$ cat config.mk
export PLATFORM = sky130hd
export DESIGN_NAME = packet_sender_ece496
export DESIGN_NICKNAME = d
export VERILOG_FILES = /design/src/rtl/packet_sender_ece496.sv
export SDC_FILE = /design/constraint.sdc
export NUM_CORES = 1
export LEC_CHECK = 0
export CORE_MARGIN = 1.5
export CORE_UTILIZATION = 51
export CTS_CLUSTER_SIZE = 16
export DETAILED_ROUTE_END_ITERATION = 12
export GPL_TIMING_DRIVEN = 1
export PLACE_DENSITY = 0.84
export REMOVE_ABC_BUFFERS = 1
export SLEW_MARGIN = 15
export SYNTH_ARGS = -nofsm -noshare
export SYNTH_HDL_FRONTEND = slang
export SYNTH_SLANG_ARGS = --single-unit
$ cat constraint.sdc
create_clock -name clock -period 2.1 [get_ports clock]
set_clock_uncertainty 0.05 [all_clocks]
set_input_delay 0.315 -clock clock [delete_from_list [all_inputs] [get_ports clock]]
set_output_delay 0.315 -clock clock [all_outputs]
set_load 0.01 [all_outputs]
$ cat src/rtl/packet_sender_ece496.sv
// -----------------------------------------------------------------------------
// packet_sender_ece496
//
// Frames one packet on the shared UART transmitter each time the stream
// arbiter grants a stream. A packet is a header byte {HEADER_TAG, stream},
// PACKET_BYTES payload bytes popped from the granted FIFO, and a trailing XOR
// checksum of the payload. Completion is signalled with a one-cycle
// packet_sent pulse, which the arbiter uses to rotate or hold its grant.
//
// Parameters
//   PACKET_BYTES  payload bytes per packet, 1..255
//   HEADER_TAG    upper 5 bits of the header byte
//
// Ports
//   clock         system clock, all state changes on the rising edge
//   resetn        synchronous active-low reset
//   select_ready  arbiter grant valid, only looked at while idle
//   mux_select    granted stream index, captured when the packet starts
//   fifo_data     read data of the granted FIFO, valid one cycle after rd_en
//   fifo_empty    empty flag of the granted FIFO
//   uart_busy     UART transmitter busy, rises the cycle after uart_start
//   fifo_rd_en    one-hot read strobe, one pulse per payload byte
//   uart_start    one-cycle load strobe for the UART
//   uart_data     registered byte presented to the UART
//   packet_sent   one-cycle pulse once the checksum byte has gone out
//   sender_busy   high whenever a packet is in progress
// -----------------------------------------------------------------------------
module packet_sender_ece496 #(
    parameter logic [7:0] PACKET_BYTES = 8'd8,
    parameter logic [4:0] HEADER_TAG   = 5'b10100
) (
    input  logic       clock,
    input  logic       resetn,
    input  logic       select_ready,
    input  logic [2:0] mux_select,
    input  logic [7:0] fifo_data,
    input  logic       fifo_empty,
    input  logic       uart_busy,
    output logic [7:0] fifo_rd_en,
    output logic       uart_start,
    output logic [7:0] uart_data,
    output logic       packet_sent,
    output logic       sender_busy
);

    // Send states (HDR/PAY/TRL) issue a UART start; each has a matching
    // wait state that holds until the UART finishes that byte.
    typedef enum logic [3:0] {
        S_IDLE,
        S_HDR,
        S_HDR_W,
        S_RD,
        S_LD,
        S_PAY,
        S_PAY_W,
        S_TRL,
        S_TRL_W,
        S_DONE
    } state_t;

    state_t     state;
    state_t     state_next;
    logic [2:0] sel_q;      // stream owning the current packet
    logic [7:0] byte_cnt;   // payload bytes loaded so far
    logic [7:0] csum;       // running XOR of the payload

    // The checksum goes out once the last payload byte has finished.
    logic payload_done;
    assign payload_done = (byte_cnt >= PACKET_BYTES);

    // -------------------------------------------------------------------------
    // State register
    // -------------------------------------------------------------------------
    // NOTE: registers use non-blocking assignments so every flop samples the
    // values from before the edge, independent of statement order.
    always_ff @(posedge clock) begin
        if (!resetn) begin
            state <= S_IDLE;
        end else begin
            state <= state_next;
        end
    end

    // -------------------------------------------------------------------------
    // Datapath registers: stream select, byte counter, checksum, UART byte
    // -------------------------------------------------------------------------
    always_ff @(posedge clock) begin
        if (!resetn) begin
            sel_q     <= 3'd0;
            byte_cnt  <= 8'd0;
            csum      <= 8'd0;
            uart_data <= 8'd0;
        end else begin
            case (state)
                S_IDLE: begin
                    if (select_ready) begin
                        sel_q     <= mux_select;
                        csum      <= 8'd0;
                        byte_cnt  <= 8'd0;
                        uart_data <= {HEADER_TAG, mux_select};
                    end
                end
                S_LD: begin
                    // fifo_data is the word popped by the rd_en pulse in RD.
                    uart_data <= fifo_data;
                    csum      <= csum ^ fifo_data;
                    byte_cnt  <= byte_cnt + 8'd1;
                end
                S_PAY_W: begin
                    // Load the trailer on the same edge that moves to TRL.
                    if (!uart_busy && payload_done) begin
                        uart_data <= csum;
                    end
                end
                default: begin
                end
            endcase
        end
    end

    // -------------------------------------------------------------------------
    // Next-state and strobe outputs
    // -------------------------------------------------------------------------
    // NOTE: every output of this block is given a default before the case so
    // no path leaves a value unassigned, which would otherwise infer a latch.
    always_comb begin
        state_next  = state;
        uart_start  = 1'b0;
        fifo_rd_en  = 8'd0;
        packet_sent = 1'b0;

        case (state)
            S_IDLE: begin
                if (select_ready) begin
                    state_next = S_HDR;
                end
            end
            S_HDR: begin
                if (!uart_busy) begin
                    uart_start = 1'b1;
                    state_next = S_HDR_W;
                end
            end
            S_HDR_W: begin
                if (!uart_busy) begin
                    state_next = S_RD;
                end
            end
            S_RD: begin
                // Underflow guard: wait, without strobing, for data to arrive.
                if (!fifo_empty) begin
                    fifo_rd_en[sel_q] = 1'b1;
                    state_next        = S_LD;
                end
            end
            S_LD: begin
                state_next = S_PAY;
            end
            S_PAY: begin
                if (!uart_busy) begin
                    uart_start = 1'b1;
                    state_next = S_PAY_W;
                end
            end
            S_PAY_W: begin
                if (!uart_busy) begin
                    state_next = payload_done ? S_TRL : S_RD;
                end
            end
            S_TRL: begin
                if (!uart_busy) begin
                    uart_start = 1'b1;
                    state_next = S_TRL_W;
                end
            end
            S_TRL_W: begin
                if (!uart_busy) begin
                    state_next = S_DONE;
                end
            end
            S_DONE: begin
                packet_sent = 1'b1;
                state_next  = S_IDLE;
            end
            default: begin
                state_next = S_IDLE;
            end
        endcase
    end

    assign sender_busy = (state != S_IDLE);

endmodule
==> impl_metrics.yaml, run 1 <==
floorplan:
  start_util: 0.5328
  die_area_sq_um: 3850
  die_h_um: 62.05
  coreArea_sq_um: 3337
  fp.dieW_um: 62.05
  num_rows: 21
  ios: 35
sta:
  worst_pin_slew_ns: 0.4355
  relSlewSlack: 0.7088
  max_freq_ghz: 0.4965
  worst_slack_ns: 0.08590
  hold_slack_ns: 0.4337
  maxSlewViolCount: 0
  final.min_clock_period_ns: 2.014
  hold_viol: 0
  finalSetupViolCount: 0
  finalCritPeriodShare: 0.9591
grt:
  grt_pass1_wl_um: 6437
  grt_max_degree: 18
  grt_pass1_vias: 1529
  overflow: 0
  grt_usage: 0.2303
  antenna_found_initial: 0
placement:
  pre_cts_slack_ns: -0.1844
  dp_hpwl_um: 2889
  io_buffers: 34
  dp.cells: 297
  gpl.final_weighted_congestion: 0.8914
  dpl_cell_area_sq_um: 2205
critical_path:
  critPathCapture: "fifo_rd_en[1]"
  critPathMaxStageDelay_ns: 0.43
  timing.rr.end: "byte_cnt[4]"
  crit_family: "buffers and inverters"
  crit_cells: 6
  cp_num_buf_inv: 3
  start_kind: "input pin"
  r2r_slack_ns: 0.31
  arrival_ns: 1.65
  crit_chain: "clkdlybuf4s50_1, nor2_2, nand4_1, buf_4, nor3_1, dlygate4sd2_1"
  required_ns: 1.74
  crit_type: "input pin to output port"
  rr_startpoint: "state[1]"
  cp-startpoint: "fifo_empty"
  reg2regPathDepth: 5
  critPathMaxFanout: 3
  critPathSlowestCell: "clkdlybuf4s50_1"
  endpoint_kind: "output port"
clocking:
  postCtsHoldBufs: 0
  numCtsBuffers: 5
  htree_levels: 2
  cts.clk_slew.worst_paths_ns: 0.11
  cts.sinks: 31
  clk_latency_ns: 0.34
  cts_tree: "yes"
  clk_path_buf_depth: 2
  cts_root_buf: "clkbuf_4"
detailed_routing:
  routed_wl_um: 4038
  vias: 1702
  dr.pass1.iters: 4
  ant_nets: 0
  drc: 0
  post_drt_wl_per_cell_um: 13.11
  via_per_inst: 5.526
  drt_iter0_drc: 81
cells_and_area:
  finish.net_count: 279
  diodes: 0
  drive_gt1_frac: 0.1565
  final_area_sq_um: 2344
  layout.cells.non_filler: 308
  syn_to_final_growth_pct: 31.81
logic_synthesis:
  netlist_instances: 216
  seq_area_frac_synth: 0.3490
  yosys_warnings: 0
  synth_common_cells: "31 x dfxtp_1, 27 x nor2_1, 21 x nand2_1"
  synth_edf_count: 0
  netlist_area_sq_um: 1778
  synth.most_common_cell: "dfxtp_1"
  ys_seq_elements: 31
  syn_avg_cell_area_sq_um: 8.231
  netlist.area_leader.share: 0.3490
  synth-async-reset-ratio: 0
  post-synth-top-area-cell: "dfxtp_1"
  synth_area_leaders: "dfxtp_1 35%, nor2_1 5.7%, mux2i_1 4.5%, nand2_1 4.4%, and3_1 4.2%"
  ys_types: 50
  ys.flop_type: "dfxtp_1"
job:
  maxCapViolCount: 0
status:
  status: "complete, no violations"
power:
  p_per_area_nw_per_um2: 919.6
  leakagePower_nw: 1.001
  finalPower_mw: 2.155
  max-vdd-ir-drop_uv: 527.1
min_path:
  hp-class: "register to register"
[cell families (layout without fill, tap and decap cells)]
kind of cell	count (synthesis)	after routing	share of synthesized area
AO/OA/AOI/OAI	50	50	0.1971
adder cells (fa/ha/maj)	2	2	0.01407
multiplexers	11	11	0.06404
buffers and inverters	18	64	0.05629
AND/OR/NAND/NOR	104	104	0.3195
flip-flops	31	31	0.3491
[worst min-delay path, stage by stage, from the launching register on]
cell	delay, ns
dfxtp_1	0.33
nand3_1	0.06
mux2i_1	0.06
[flip-flops by register name (all words and copies together), names as in the netlist]
signal     cells
csum           8
uart_data      8
state          4
byte_cnt       8
sel_q          3
[power breakdown]
part,internal (mW),switching [mW]
logic,0.403,0.433
clock network,0.370,0.223
registers,0.656,0.0711
[layer usage]
layer  wire, um  share of wire  GRT usage
met1       1767           0.44     0.2710
met5          0              0          0
met2       2034           0.50     0.3854
met3        161          0.040    0.05383
met4         74          0.018     0.1246
[cell type report]
type                    count  area, sq um
repair buffers             49        465.4
clock buffers               5        37.54
flip-flops and latches     31        624.3
fillers                   278        993.5
multi-input cells         167         1065
clock inverters             3        67.56
inverters                   7        26.28
well taps                  46        57.56
[layout by cell type (no fill, tap or decap), drive strengths merged, types with 6 or more instances in the layout]
cell and count:
a21boi 6, and3 12, buf 15, clkbuf 6
clkdlybuf4s50 25, dfxtp 31, inv 7, mux2i 8
nand2 22, nand2b 6, nand3 11, nor2 28
o21a 10, o21ai 13
[per-stage QoR]
stage            util   TNS, ns
4_1_cts        0.6959         0
3_3_place_gp   0.6607  -0.09774
2_1_floorplan       -         0
5_1_grt        0.7023  -0.01027
3_5_place_dp   0.6607   -0.3032
6_report       0.7023         0
[repair_timing]
item	in CTS	in global routing
pin swaps	3	1
endpoints found under the setup margin	11	7
buffers inserted	2	1
gates resized for setup	7	10
[how the worst min path moves through the flow]
stage | startpoint | end | cells past startpoint
2_1_floorplan | resetn | uart_data[0] | 1
4_1_cts | uart_data[3] | uart_data[3] | 2
3_5_place_dp | uart_data[3] | uart_data[3] | 2
3_3_place_gp | csum[7] | uart_data[7] | 2
6_report | uart_data[3] | uart_data[3] | 2
5_1_grt | sel_q[0] | sel_q[0] | 2
No activity file was read; power rests on OpenSTA's default activity.
==> run 2: changes to the inputs <==
--- a/config.mk
+++ b/config.mk
@@ -5,8 +5,10 @@
 export SDC_FILE = /design/constraint.sdc
 export NUM_CORES = 1
 export LEC_CHECK = 0
+export CELL_PAD_IN_SITES_DETAIL_PLACEMENT = 2
+export CELL_PAD_IN_SITES_GLOBAL_PLACEMENT = 2
 export CORE_MARGIN = 1.5
-export CORE_UTILIZATION = 51
+export CORE_UTILIZATION = 30
 export CTS_CLUSTER_SIZE = 16
 export DETAILED_ROUTE_END_ITERATION = 12
 export GPL_TIMING_DRIVEN = 1
==> impl_metrics.yaml, run 2 (synthesis results as in run 1) <==
power:
  clkPwrFrac: 0.272
  p_per_area_nw_per_um2: 946.9
  power_frac_comb: 0.404
  seqPwrFrac: 0.324
  max-vdd-ir-drop_uv: 397.8
  switchingPower_mw: 0.8075
  leakagePower_nw: 1.004
  finalPower_mw: 2.262
  switching_share: 0.3570
  intPower_mw: 1.454
critical_path:
  endpoint_kind: "output port"
  required_ns: 1.74
  cp-startpoint: "state[2]"
  arrival_ns: 1.64
  crit_type: "register to output port"
  rr_startpoint: "state[1]"
  critPathMaxFanout: 13
  start_kind: "register"
sta:
  finalCritPeriodShare: 0.9553
  relSlewSlack: 0.7149
  worst_slack_ns: 0.09387
  hold_slack_ns: 0.4404
  setup_tns_ns: 0
  finalSetupViolCount: 0
  rsz0062_at_grt: "no"
  final.min_clock_period_ns: 2.006
  max_freq_ghz: 0.4985
  maxSlewViolCount: 0
  worst_pin_slew_ns: 0.4243
  hold_viol: 0
clocking:
  htree_levels: 2
  cts_root_buf: "clkbuf_8"
  cts.sinks: 31
  clk_path_buf_depth: 2
  numCtsBuffers: 5
  cts.clk_slew.worst_paths_ns: 0.07
  clk_latency_ns: 0.29
  cts_tree: "yes"
grt:
  antenna_found_initial: 0
  grt_max_degree: 21
  grt_pass1_wl_um: 9991
  grt_usage: 0.2060
  grt_pass1_vias: 1954
  overflow: 0
placement:
  pre_cts_slack_ns: -0.1322
  io_buffers: 34
  gpl.final_weighted_congestion: 0.7832
  dp_hpwl_um: 4167
  dpl_cell_area_sq_um: 2252
detailed_routing:
  drc: 0
  vias: 1790
  dr.pass1.iters: 4
  drt_iter0_drc: 56
  post_drt_wl_per_cell_um: 17.90
  ant_nets: 0
  routed_wl_um: 5998
  via_per_inst: 5.343
cells_and_area:
  diodes: 0
  final_cell_mix: "30 x dfxtp_1, 26 x nor2_1, 24 x clkdlybuf4s50_1"
  drive_gt1_frac: 0.1559
  final_common_cell: "dfxtp_1"
  reg_top3: "byte_cnt: 8 flops, csum: 8 flops, uart_data: 8 flops"
  syn_to_final_growth_pct: 34.34
  finish.net_count: 280
  final_area_sq_um: 2389
floorplan:
  fp.dieW_um: 79.99
  start_util: 0.3170
  ios: 35
  die_h_um: 79.99
  num_rows: 27
  die_area_sq_um: 6398
  coreArea_sq_um: 5608
job:
  maxCapViolCount: 0
min_path:
  hold_start: "uart_data[3]"
  hp-class: "register to register"
status:
  status: "complete, no violations"
-- run 2: area by class of cell --
cell class / count / area, sq um
Tap cell: 72 / 90.09
Inverter: 7 / 26.28
Timing Repair Buffer: 50 / 467.9
Clock buffer: 6 / 82.58
Multi-Input combinational cell: 167 / 1062
Clock inverter: 2 / 35.03
Sequential cell: 31 / 624.3
Fill cell: 647 / 3219
-- run 2: layer usage --
layer  global-route usage  part of all wire  vias up
li1                     -                 -      868
met1               0.2319              0.42      884
met2               0.3975              0.54       33
met3              0.03771             0.036        5
met4              0.04138            0.0082        0
met5                    0                 0        -
-- run 2: worst max-delay path, stage by stage, from the launching register on --
cell             delay [ns]
dfxtp_1                0.32
buf_4                  0.18
nor2_1                 0.16
and3_1                 0.17
clkdlybuf4s50_1        0.52
-- run 2: worst paths after layout --
check | endpoint | cells after the start | slack, ns
max | packet_sent | 4 | 0.09
min | uart_data[3] | 2 | 0.44
max reg2reg | byte_cnt[2] | 5 | 0.26
min reg2reg | uart_data[3] | 2 | 0.44
-- run 2: through the flow --
step           std cells  utilization
6_report             335       0.4259
5_1_grt              335       0.4259
4_1_cts              335       0.4244
3_5_place_dp         325       0.4016
3_3_place_gp         325       0.4016
2_1_floorplan        205            -
-- run 2: repair_timing --
| action | 4_1_cts | 5_1_grt |
|---|---|---|
| resized for setup | 9 | 8 |
| setup buffers | 2 | 0 |
| pin swaps | 4 | 0 |
| endpoints found under the setup margin | 10 | 7 |
| hold buffers | 0 | 0 |
-- run 2: power by group through the flow --
stage	Sequential (mW)	Combinational (mW)	Clock (mW)
final	0.732	0.914	0.616
after global routing	0.742	0.991	0.654
after CTS	0.726	0.926	0.626
after detailed placement	0.734	0.871	0
after global placement	0.728	0.847	0
after floorplan	0.781	0.411	0
